**src/rtl/pll_cpu_reset_seq.sv**
```systemverilog
`timescale 1ns/1ps
// pll_cpu_reset_seq
// Power-up and lock-supervision sequencer for the CPU clock PLL.
// Runs on the 25 MHz reference clock, pulses the PLL's active-low reset,
// waits for a synchronized LOCK and holds the CPU in reset until LOCK has
// been continuously high for STABLE_CYCLES. Any loss of lock puts the CPU
// back into reset. A lock timeout retries the PLL reset and bumps a
// saturating retry counter. FAULT goes sticky when that counter saturates.
//
// DBG_STATE exposes the sequencer state for checkers:
//   0 = PLL_RST, 1 = WAIT_LOCK, 2 = STABLE, 3 = RUN.
//
// Handshake: there is no valid/ready pairing here. SOFT_RST is a single-cycle
// request that is sampled on every CLK edge and acted on only in RUN. All
// outputs are plain registered levels.
module pll_cpu_reset_seq #(
  parameter int RST_CYCLES    = 16,
  parameter int LOCK_TIMEOUT  = 65535,
  parameter int STABLE_CYCLES = 1024,
  parameter int CNT_WIDTH     = 16,
  parameter int RETRY_WIDTH   = 4
) (
  input  logic                   CLK,
  input  logic                   RESET,
  input  logic                   PLL_LOCK,
  input  logic                   SOFT_RST,
  output logic                   PLL_RESETB,
  output logic                   CPU_RESETN,
  output logic                   READY,
  output logic                   FAULT,
  output logic [RETRY_WIDTH-1:0] RETRY_COUNT,
  output logic [1:0]             DBG_STATE
);

  typedef enum logic [1:0] {
    ST_PLL_RST   = 2'd0,
    ST_WAIT_LOCK = 2'd1,
    ST_STABLE    = 2'd2,
    ST_RUN       = 2'd3
  } state_e;

  // Terminal compare values for the shared counter. Each state leaves on its
  // own terminal value, so the counter never wraps.
  localparam logic [CNT_WIDTH-1:0] RST_LAST     = CNT_WIDTH'(RST_CYCLES - 1);
  localparam logic [CNT_WIDTH-1:0] TIMEOUT_LAST = CNT_WIDTH'(LOCK_TIMEOUT - 1);
  localparam logic [CNT_WIDTH-1:0] STABLE_LAST  = CNT_WIDTH'(STABLE_CYCLES - 1);

  state_e                 state_q, state_d;
  logic [CNT_WIDTH-1:0]   cnt_q, cnt_d;
  logic [RETRY_WIDTH-1:0] retry_q, retry_d;
  logic                   fault_q, fault_d;
  logic                   pll_resetb_q, pll_resetb_d;
  logic                   cpu_resetn_q, cpu_resetn_d;
  logic                   ready_q, ready_d;

  // Two-stage synchronizer for the asynchronous PLL LOCK.
  logic                   lock_meta_q, lock_meta_d;
  logic                   lock_s_q, lock_s_d;

  // Synchronizer next values: shift PLL_LOCK through two flops.
  always_comb begin
    lock_meta_d = PLL_LOCK;
    lock_s_d    = lock_meta_q;
  end

  // Next-state, counter, retry/fault and registered-output decode.
  always_comb begin
    state_d = state_q;
    cnt_d   = cnt_q;
    retry_d = retry_q;
    fault_d = fault_q;

    case (state_q)
      ST_PLL_RST: begin
        // PLL held in reset for exactly RST_CYCLES cycles.
        if (cnt_q == RST_LAST) begin
          state_d = ST_WAIT_LOCK;
          cnt_d   = '0;
        end else begin
          cnt_d = cnt_q + 1'b1;
        end
      end

      ST_WAIT_LOCK: begin
        if (lock_s_q) begin
          state_d = ST_STABLE;
          cnt_d   = '0;
        end else if (cnt_q == TIMEOUT_LAST) begin
          // Lock never came: pulse the PLL again. Retries continue even
          // after FAULT is raised.
          state_d = ST_PLL_RST;
          cnt_d   = '0;
          if (!(&retry_q)) begin
            retry_d = retry_q + 1'b1;
          end
        end else begin
          cnt_d = cnt_q + 1'b1;
        end
      end

      ST_STABLE: begin
        // Any single low cycle of lock_s restarts qualification from WAIT_LOCK.
        if (!lock_s_q) begin
          state_d = ST_WAIT_LOCK;
          cnt_d   = '0;
        end else if (cnt_q == STABLE_LAST) begin
          state_d = ST_RUN;
          cnt_d   = '0;
        end else begin
          cnt_d = cnt_q + 1'b1;
        end
      end

      ST_RUN: begin
        // Lock loss takes priority over a simultaneous soft reset request.
        if (!lock_s_q) begin
          state_d = ST_WAIT_LOCK;
          cnt_d   = '0;
        end else if (SOFT_RST) begin
          state_d = ST_STABLE;
          cnt_d   = '0;
        end
      end

      default: begin
        state_d = ST_PLL_RST;
        cnt_d   = '0;
      end
    endcase

    // FAULT is set on the edge where the retry counter becomes all-ones.
    fault_d = fault_q | (&retry_d);

    // Outputs follow the state being entered so they change on the same edge.
    pll_resetb_d = (state_d != ST_PLL_RST);
    cpu_resetn_d = (state_d == ST_RUN);
    ready_d      = (state_d == ST_RUN);
  end

  // State, counter and output registers with dominant synchronous reset.
  always_ff @(posedge CLK) begin
    if (RESET) begin
      state_q      <= ST_PLL_RST;
      cnt_q        <= '0;
      retry_q      <= '0;
      fault_q      <= 1'b0;
      pll_resetb_q <= 1'b0;
      cpu_resetn_q <= 1'b0;
      ready_q      <= 1'b0;
      lock_meta_q  <= 1'b0;
      lock_s_q     <= 1'b0;
    end else begin
      state_q      <= state_d;
      cnt_q        <= cnt_d;
      retry_q      <= retry_d;
      fault_q      <= fault_d;
      pll_resetb_q <= pll_resetb_d;
      cpu_resetn_q <= cpu_resetn_d;
      ready_q      <= ready_d;
      lock_meta_q  <= lock_meta_d;
      lock_s_q     <= lock_s_d;
    end
  end

  assign PLL_RESETB  = pll_resetb_q;
  assign CPU_RESETN  = cpu_resetn_q;
  assign READY       = ready_q;
  assign FAULT       = fault_q;
  assign RETRY_COUNT = retry_q;
  assign DBG_STATE   = state_q;

endmodule

```
**config.mk**
```make
export PLATFORM = sky130hd
export DESIGN_NAME = pll_cpu_reset_seq
export DESIGN_NICKNAME = d
export VERILOG_FILES = /design/src/rtl/pll_cpu_reset_seq.sv
export SDC_FILE = /design/constraint.sdc
export NUM_CORES = 1
export LEC_CHECK = 0
export CORE_ASPECT_RATIO = 0.75
export CORE_MARGIN = 10
export CORE_UTILIZATION = 58
export DETAILED_ROUTE_END_ITERATION = 6
export PLACE_DENSITY = 0.82
export SETUP_SLACK_MARGIN = 0.02
export SYNTH_ARGS = -nofsm -noshare
export SYNTH_HDL_FRONTEND = slang
export SYNTH_SLANG_ARGS = --single-unit
```
**constraint.sdc**
```tcl
create_clock -name CLK -period 5.72 [get_ports CLK]
set_input_delay 1.144 -clock CLK [delete_from_list [all_inputs] [get_ports CLK]]
set_output_delay 1.144 -clock CLK [all_outputs]
set_load 0.01 [all_outputs]
```
# Yosys cells after proc, flatten, opt, wreduce, memory -nomap -nowiden
# Index checks and enable logic that the tools add are counted.
[word_totals]
register_bits = 27
latchBits = 0
mem_bits_rw = 0
rom_bits = 0
input_bits = 4
out_inout_bits = 10
word_cells = 43
memories = 0
[classes]
addsub = 2
n_mul = 0
div = 0
order_cmp = 0
eq_ne = 8
shifts = 0
muxes = 20
bitwise_logic = 1
n_reduce_logical = 4
[op_table]
columns = ["op", "count"]
rows = [
  ["2-to-1 mux 16 bit", 7],
  ["case mux 16 bit (4 select lines)", 1],
  ["adder 16 x 1 -> 16 bit (second input constant)", 1],
  ["== test 16 x 10 -> 1 bit (second input constant)", 1],
  ["== test 16 bit (second input constant)", 1],
  ["== test 16 x 4 -> 1 bit (second input constant)", 1],
  ["2-to-1 mux 4 bit", 4],
  ["2-to-1 mux 2 bit", 7],
  ["case mux 2 bit (4 select lines)", 1],
  ["AND reduction 4 bit", 2],
  ["== test 2 bit (second input constant)", 3],
  ["adder 4 x 1 -> 4 bit (second input constant)", 1],
  ["inequality test 3 bit (second input constant)", 1],
  ["== test 2 x 1 -> 1 bit (second input constant)", 1],
  ["logical NOT 2 bit", 1],
  ["nonzero test 2 bit", 1],
  ["bitwise OR 1 bit", 1],
]

# Depth between registers and ports, before layout
# Gate-level depths: netlist of run 1.
[depth]
word_depth = 7
depth_mapped = 9
ltp_nobuf = 7

# Worst setup path after synthesis of run 1
# No wires, ideal clock.
[synth_timing]
path_kind = "input port to flip-flop"
startpoint = "input port SOFT_RST"
endpoint = "register cnt_q[7]"
setup_time_ps = 80
t_arrival_ps = 2377
required_time_ps = 5640
setup_slack_ps = 3263
stages = 6
n_path_buf = 1
path_cell_list = "nand4b_2 > and4_1 > buf_2 > and4_2 > xnor2_1 > a211oi_2"
[synth_via]
elab_chain_cells = 1
[synth_rtl]
columns = ["item", "line", "source"]
rows = [
  ["from (decl)", "26", "input logic SOFT_RST,"],
  ["inequality test 3 bit (no source line)", "n/a", ""],
  ["to (signal assigned)", "154", "cnt_q <= cnt_d;"],
  ["to (decl)", "49", "logic [CNT_WIDTH-1:0] cnt_q, cnt_d;"],
]
# No other way between the ends.
# A chain may end at the register's enable or synchronous reset.

# Worst setup path after layout of run 1
# Ends and elaborated chain as after synthesis.

==> out/results.tsv, run 1 <==
stage	metric	value	unit
run_status	status	finished clean	
route	final WL	3.05	mm
route	DR vias	1169	
clocking	worst-case clock buffer depth	2	
logic_synthesis	main flop type after synthesis	dfxtp_1	
floorplan	die area	0.00515	mm²
floorplan	Chip Height	64.7	µm
setup_path	CP startpoint kind	primary input	
grt	first-pass GRT wire length	5.31	mm
floorplan	area of the core	0.00258	mm²
job	max-cap viol count	0	
setup_path	Max stage delay on crit path	0.65	ns
pwr	PD cells	174	mW/mm²
grt	Overflow after GRT	0	
placed_design	port bufs	13	
setup_path	Max FO, Critical Path	19	
setup_path	slowest CP cell	nand4b_2	
setup_path	Worst setup EP type	flop	
setup_path	Reg-to-Reg End	cnt_q[7]	
grt	initial antenna violation count	0	
setup_path	Crit Path Class	in -> reg	
route	via/cell ratio	5.96	
timing	Fmax	0.318	GHz
floorplan	Starting Density	59.9	%
floorplan	Ports	14	
timing	worst slew pin tran	1.21	ns
logic_synthesis	most numerous cell in the Yosys netlist	dfxtp_1	
logic_synthesis	Net Count, Synth	162	
logic_synthesis	Post-synth EDFFs	0	
timing	RSZ-0062 raised after global routing	false	
setup_path	R2R Path Start	DBG_STATE[1]	
final_layout	area grow syn2layout	7.20	%
logic_synthesis	#FFs+latches synth	27	
logic_synthesis	sequential cell area fraction in the yosys report	35.0	%
clocking	H-tree lvl count	1	
grt	vias in the first global route	1120	
logic_synthesis	Synth top area share	35.0	%
logic_synthesis	leading post-synthesis cells by cell area	dfxtp_1 35%, a211oi_2 7.3%, xor2_1 6.8%, a211oi_1 2.9%, and3_1 2.8%	
worst_hold_path	WHS Endpoint	lock_s_q	
logic_synthesis	Post-Syn Area per Cell	9.98	µm²
logic_synthesis	commonest cells in the netlist	27 x dfxtp_1, 12 x xor2_1, 9 x a211oi_2	
floorplan	Die Wd	79.6	µm
timing	Slew Viols, Final	0	
timing	worst setup margin	2.57	ns
grt	largest net degree at the start of global routing	31	
setup_path	worst reg2reg setup slack	3.29	ns
clocking	CTS Hold Bufs	0	
timing	Fin Hold WS	0.452	ns
clocking	Sink Count	27	
logic_synthesis	Post-Syn Instances	155	
setup_path	reg2reg path depth	5	
floorplan	# rows	16	
setup_path	CP required	5.96	ns
timing	Hold Vio Cnt, Final	0	
timing	setup tns final	0	ns
logic_synthesis	Cell variety after synth	50	
clocking	CTS resizes	0	
worst_hold_path	min-delay src	lock_meta_q	
final_layout	# diodes	0	
placed_design	DP HPWL	2.19	mm
clocking	setup bufs post-CTS	0	
grt	GRT Total Usage	12.4	%
route	drt initial violations	104	
final_layout	fraction of layout cells with a size suffix above 1	15.6	%
placed_design	gpl congestion	0.801	
worst_hold_path	Hold Path Depth	1	
worst_hold_path	Hold Path Class	reg -> reg	
clocking	Clk Latency, worst-skew pair	0.33	ns
logic_synthesis	post-synthesis instance area	0.00155	mm²
setup_path	Crit. Startpoint	SOFT_RST	
timing	Setup Skew	0.00179	ns
route	first-pass detailed-route iteration total	4	
timing	Worst slew margin	19.1	%
clocking	total CTS buffers	3	
final_layout	Nets	168	
logic_synthesis	post-synth top area cell	dfxtp_1	
route	ANT nets after route	0	
setup_path	CP cell instances	clkdlybuf4s50_1 > nand4b_2 > and4_1 > and4_2 > xnor2_1 > a211oi_2	
clocking	CTS root buffer	clkbuf_4	
timing	crit path time final	3.15	ns
timing	final setup fails	0	
route	routed len/inst	15.6	µm
clocking	CTS tree	built	
clocking	Clk pin slew, worst setup/hold paths	0.14	ns
pwr	Max VDD drop	143	µV
pwr	Static Leak	0.595	nW
route	DRC Markers	0	
logic_synthesis	ys async rst share	0	%
placed_design	Place WS	2.24	ns
timing	Final Cycle Share	55.0	%
setup_path	worst path arrival time	3.39	ns
logic_synthesis	Synth warnings	0	
==> how the worst max path moves through the flow <==
stage,endpoint,cells after the start,slack (ns)
finish,cnt_q[7],6,2.57
global route,cnt_q[7],6,2.41
CTS,cnt_q[7],6,2.60
detailed placement,cnt_q[7],6,2.24
global placement,cnt_q[7],6,2.28
floorplan,cnt_q[7],6,3.26
==> worst max-delay path, delay by kind of cell <==
family                 cells  cell delay, ns
buffers and inverters      1            0.44
AND/OR/NAND/NOR            3            1.49
AO/OA/AOI/OAI              1            0.18
XOR/XNOR                   1            0.13
==> area by class of cell <==
type,instances,area (µm²)
clock buffers,3,22.5
clock inverters,1,5.00
fillers,200,925
inverters,4,15.0
multi-input cells,112,900
flip-flops and latches,27,541
well taps,36,45.0
repair buffers,13,130
==> cell usage in the layout, fill, tap and decap left out, types with 5 or more instances in the layout <==
master           Yosys  final
and4_1               5      5
clkdlybuf4s50_1      0     13
nand2_1              8      8
dfxtp_1             27     27
and3_1               7      7
nor2b_1              5      5
nand3_1              8      8
xor2_1              12     12
a211oi_2             9      9
a211oi_1             6      6
==> sequential cells by signal (all words and copies together), names as in the netlist <==
register and flops:
FAULT 1, DBG_STATE 2, RETRY_COUNT 4, READY 1, lock_meta_q 1, lock_s_q 1
cnt_q 16, PLL_RESETB 1
==> power by group <==
part	total [mW]	internal, mW	leakage (nW)	switching, mW
registers	0.194	0.191	0.218	0.00292
logic	0.0133	0.00628	0.359	0.00706
clock network	0.0814	0.0263	0.0177	0.0551
==> kinds of logic (layout without fill, tap and decap cells) <==
logic type	count (synthesis)	in the layout	share of synthesized area, %
multiplexers	1	1	0.647
adder cells (fa/ha/maj)	3	3	2.43
flip-flops	27	27	35.0
AND/OR/NAND/NOR	59	59	25.2
XOR/XNOR	14	14	7.93
AO/OA/AOI/OAI	35	35	22.0
buffers and inverters	16	21	6.88
==> per-stage QoR <==
stage / std cells / instance area (µm²) / utilization [%] / total power, mW
floorplan: 155 / 1550 / - / 0.207
global route: 196 / 1660 / 64.2 / 0.299
CTS: 196 / 1660 / 64.2 / 0.293
global placement: 192 / 1630 / 63.1 / 0.211
finish: 196 / 1660 / 64.2 / 0.288
detailed placement: 192 / 1630 / 63.1 / 0.211
==> metal layers <==
layer / GRT usage, % / up-vias / routed length (µm)
met1: 15.9 / 545 / 1470
met3: 3.44 / 5 / 162
met5: 0 / - / 0
met4: 5.13 / 0 / 38
met2: 19.2 / 30 / 1380
li1: - / 589 / -
Note: power is estimated with default switching activity, not from simulation.
==> run 2: changes to the inputs <==
Settings changed: CORE_UTILIZATION 58 to 56, PLACE_DENSITY 0.82 to 0.8.
Clock period 5.72 ns to 3.2 ns, I/O delays scaled along.
==> run 2 against run 1 <==
  * Clock power rose by 130%
  * Count of clock-buffer cells in the layout rose by 1
  * Die area rose by 2.6%
  * Final cell count rose by 1.0%
  * Largest cell class unchanged
  * Largest power group unchanged
  * Highest routed layer unchanged
==> out/results.tsv, run 2 (synthesis results as in run 1) <==
stage	metric	value	unit	change
final_layout	Largest register FFs	16		unchanged
route	first-pass detailed-route iteration total	4		unchanged
final_layout	fillers	209		was 200
placed_design	Place WS	0.740	ns	was 2.24 ns
pwr	PD cells	331	mW/mm²	was 174 mW/mm²
clocking	H-tree lvl count	1		unchanged
timing	setup tns final	0	ns	unchanged
route	DR vias	1212		was 1169
setup_path	CP required	3.33	ns	was 5.96 ns
grt	first-pass GRT wire length	5.41	mm	was 5.31 mm
final_layout	Nets	170		was 168
floorplan	Chip Height	65.5	µm	was 64.7 µm
floorplan	# rows	16		unchanged
placed_design	port bufs	13		unchanged
clocking	CTS tree	built		unchanged
clocking	CTS root buffer	clkbuf_8		was clkbuf_4
clocking	Sink Count	27		unchanged
setup_path	Worst setup EP type	flop		unchanged
clocking	total CTS buffers	3		unchanged
floorplan	area of the core	0.00262	mm²	was 0.00258 mm²
timing	Hold Vio Cnt, Final	0		unchanged
final_layout	Largest Register	cnt_q		unchanged
floorplan	die area	0.00529	mm²	was 0.00515 mm²
timing	worst slew pin tran	0.729	ns	was 1.21 ns
timing	final setup fails	0		unchanged
pwr	Static Leak	0.609	nW	was 0.595 nW
final_layout	Post-Layout Cell Count	198		was 196
setup_path	slowest CP cell	a21boi_4		was nand4b_2
clocking	CTS Hold Bufs	0		unchanged
route	routed len/inst	16.0	µm	was 15.6 µm
job	max-cap viol count	0		unchanged
pwr	Max VDD drop	266	µV	was 143 µV
final_layout	most frequent cells in the layout	27 x dfxtp_1, 13 x clkdlybuf4s50_1, 12 x xor2_1, 9 x a211oi_2		unchanged
route	Metal-1 WL	1.47	mm	about the same
setup_path	Buf/Inv on CP	0		was 1
final_layout	commonest non-fill, non-tap cell in the layout	dfxtp_1		unchanged
grt	initial antenna violation count	0		unchanged
route	wire length on met2	1.46	mm	was 1.38 mm
timing	Worst slew margin	51.3	%	was 19.1%
placed_design	gpl congestion	0.844		was 0.801
clocking	Clk Latency, worst-skew pair	0.27	ns	was 0.33 ns
route	met3 WL	207	µm	was 162 µm
timing	Slew Viols, Final	0		unchanged
clocking	CTS resizes	0		unchanged
placed_design	DP HPWL	2.23	mm	was 2.19 mm
final_layout	fraction of layout cells with a size suffix above 1	16.0	%	was 15.6%
setup_path	Max FO, Critical Path	16		was 19
grt	Overflow after GRT	0		unchanged
timing	RSZ-0062 raised after global routing	false		unchanged
route	via/cell ratio	6.12		was 5.96
clocking	worst-case clock buffer depth	2		unchanged
timing	worst setup margin	0.972	ns	was 2.57 ns
final_layout	# diodes	0		unchanged
grt	largest net degree at the start of global routing	23		was 31
floorplan	Starting Density	59.0	%	was 59.9%
run_status	status	finished clean		unchanged
clocking	Clk pin slew, worst setup/hold paths	0.08	ns	was 0.14 ns
floorplan	Die Wd	80.7	µm	was 79.6 µm
setup_path	Crit Path Class	reg -> reg		was in -> reg
clocking	setup bufs post-CTS	0		unchanged
route	final WL	3.17	mm	was 3.05 mm
worst_hold_path	Hold Path Class	reg -> reg		unchanged
route	drt initial violations	126		was 104
grt	vias in the first global route	1105		was 1120
pwr	total power	0.560	mW	was 0.288 mW
setup_path	CP startpoint kind	flop		was primary input
route	ANT nets after route	0		unchanged
route	Max Used Layer	met4		unchanged
grt	GRT Total Usage	12.4	%	about the same
timing	crit path time final	2.23	ns	
route	DRC Markers	0		unchanged
floorplan	Ports	14		unchanged
timing	Final Cycle Share	69.6	%	
setup_path	CP cell instances	ha_1 > nor4b_1 > nand3_1 > o21bai_2 > a21boi_4 > a211oi_1		was clkdlybuf4s50_1 > nand4b_2 > and4_1 > and4_2 > xnor2_1 > a211oi_2
final_layout	area grow syn2layout	9.30	%	was 7.20%
setup_path	delay-heaviest family, CP	compound AO/OA/AOI/OAI gates		was simple AND/OR/NAND/NOR gates
timing	Setup Skew	0.00631	ns	was 0.00179 ns
setup_path	Max stage delay on crit path	0.55	ns	was 0.65 ns
placed_design	placed cell count	194		was 192
timing	Fmax	0.449	GHz	
setup_path	worst path arrival time	2.36	ns	was 3.39 ns
## run 2: cell count changes in the layout (fill, tap and decap cells not counted), sizes merged
| cell | before | now |
|---|---|---|
| buf | 0 | 2 |
| clkbuf | 3 | 4 |
| clkinv | 1 | 0 |
## run 2: stage by stage
step	utilization, %	area, µm²	hold slack [ns]
3_5_place_dp	62.7	1650	0.447
6_report	64.5	1690	0.457
4_1_cts	64.5	1690	0.462
2_1_floorplan	-	1550	0.414
5_1_grt	64.5	1690	0.483
3_3_place_gp	62.7	1650	0.434
## run 2: worst reg2reg max path, delay by kind of cell (launching register included)
kind	cells	cell delay, ns
AO/OA/AOI/OAI	3	0.99
flip-flops	1	0.44
AND/OR/NAND/NOR	2	0.46
adder cells (fa/ha/maj)	1	0.22
## run 2: layout make-up
cell class	count	area, µm²	share of cell area, %
tap	36	45.0	2.66
clock buffer	4	45.0	2.66
multi-input combinational	112	900	53.2
sequential	27	541	32.0
inverter	4	15.0	0.888
timing repair buffer	15	145	8.59
## run 2: final timing paths
path,from,endpoint,slack [ns],cells after the start
worst max-delay path,cnt_q[0],cnt_q[15],0.97,6
worst min-delay path,lock_meta_q,lock_s_q,0.46,1
worst max register to register,cnt_q[0],cnt_q[15],0.97,6
worst min register to register,lock_meta_q,lock_s_q,0.46,1
## run 2: routing by layer
layer	vias to the layer above	GRT usage, %
met5	-	0
met4	0	3.23
met2	39	19.2
li1	597	-
met1	572	16.2
met3	4	4.08
## run 2: report_power, final
part           leakage [nW]  internal [mW]  switching (mW)
combinational         0.368         0.0120          0.0130
clock                0.0228         0.0891           0.100
sequential            0.218          0.340         0.00550
total                 0.609          0.441           0.119
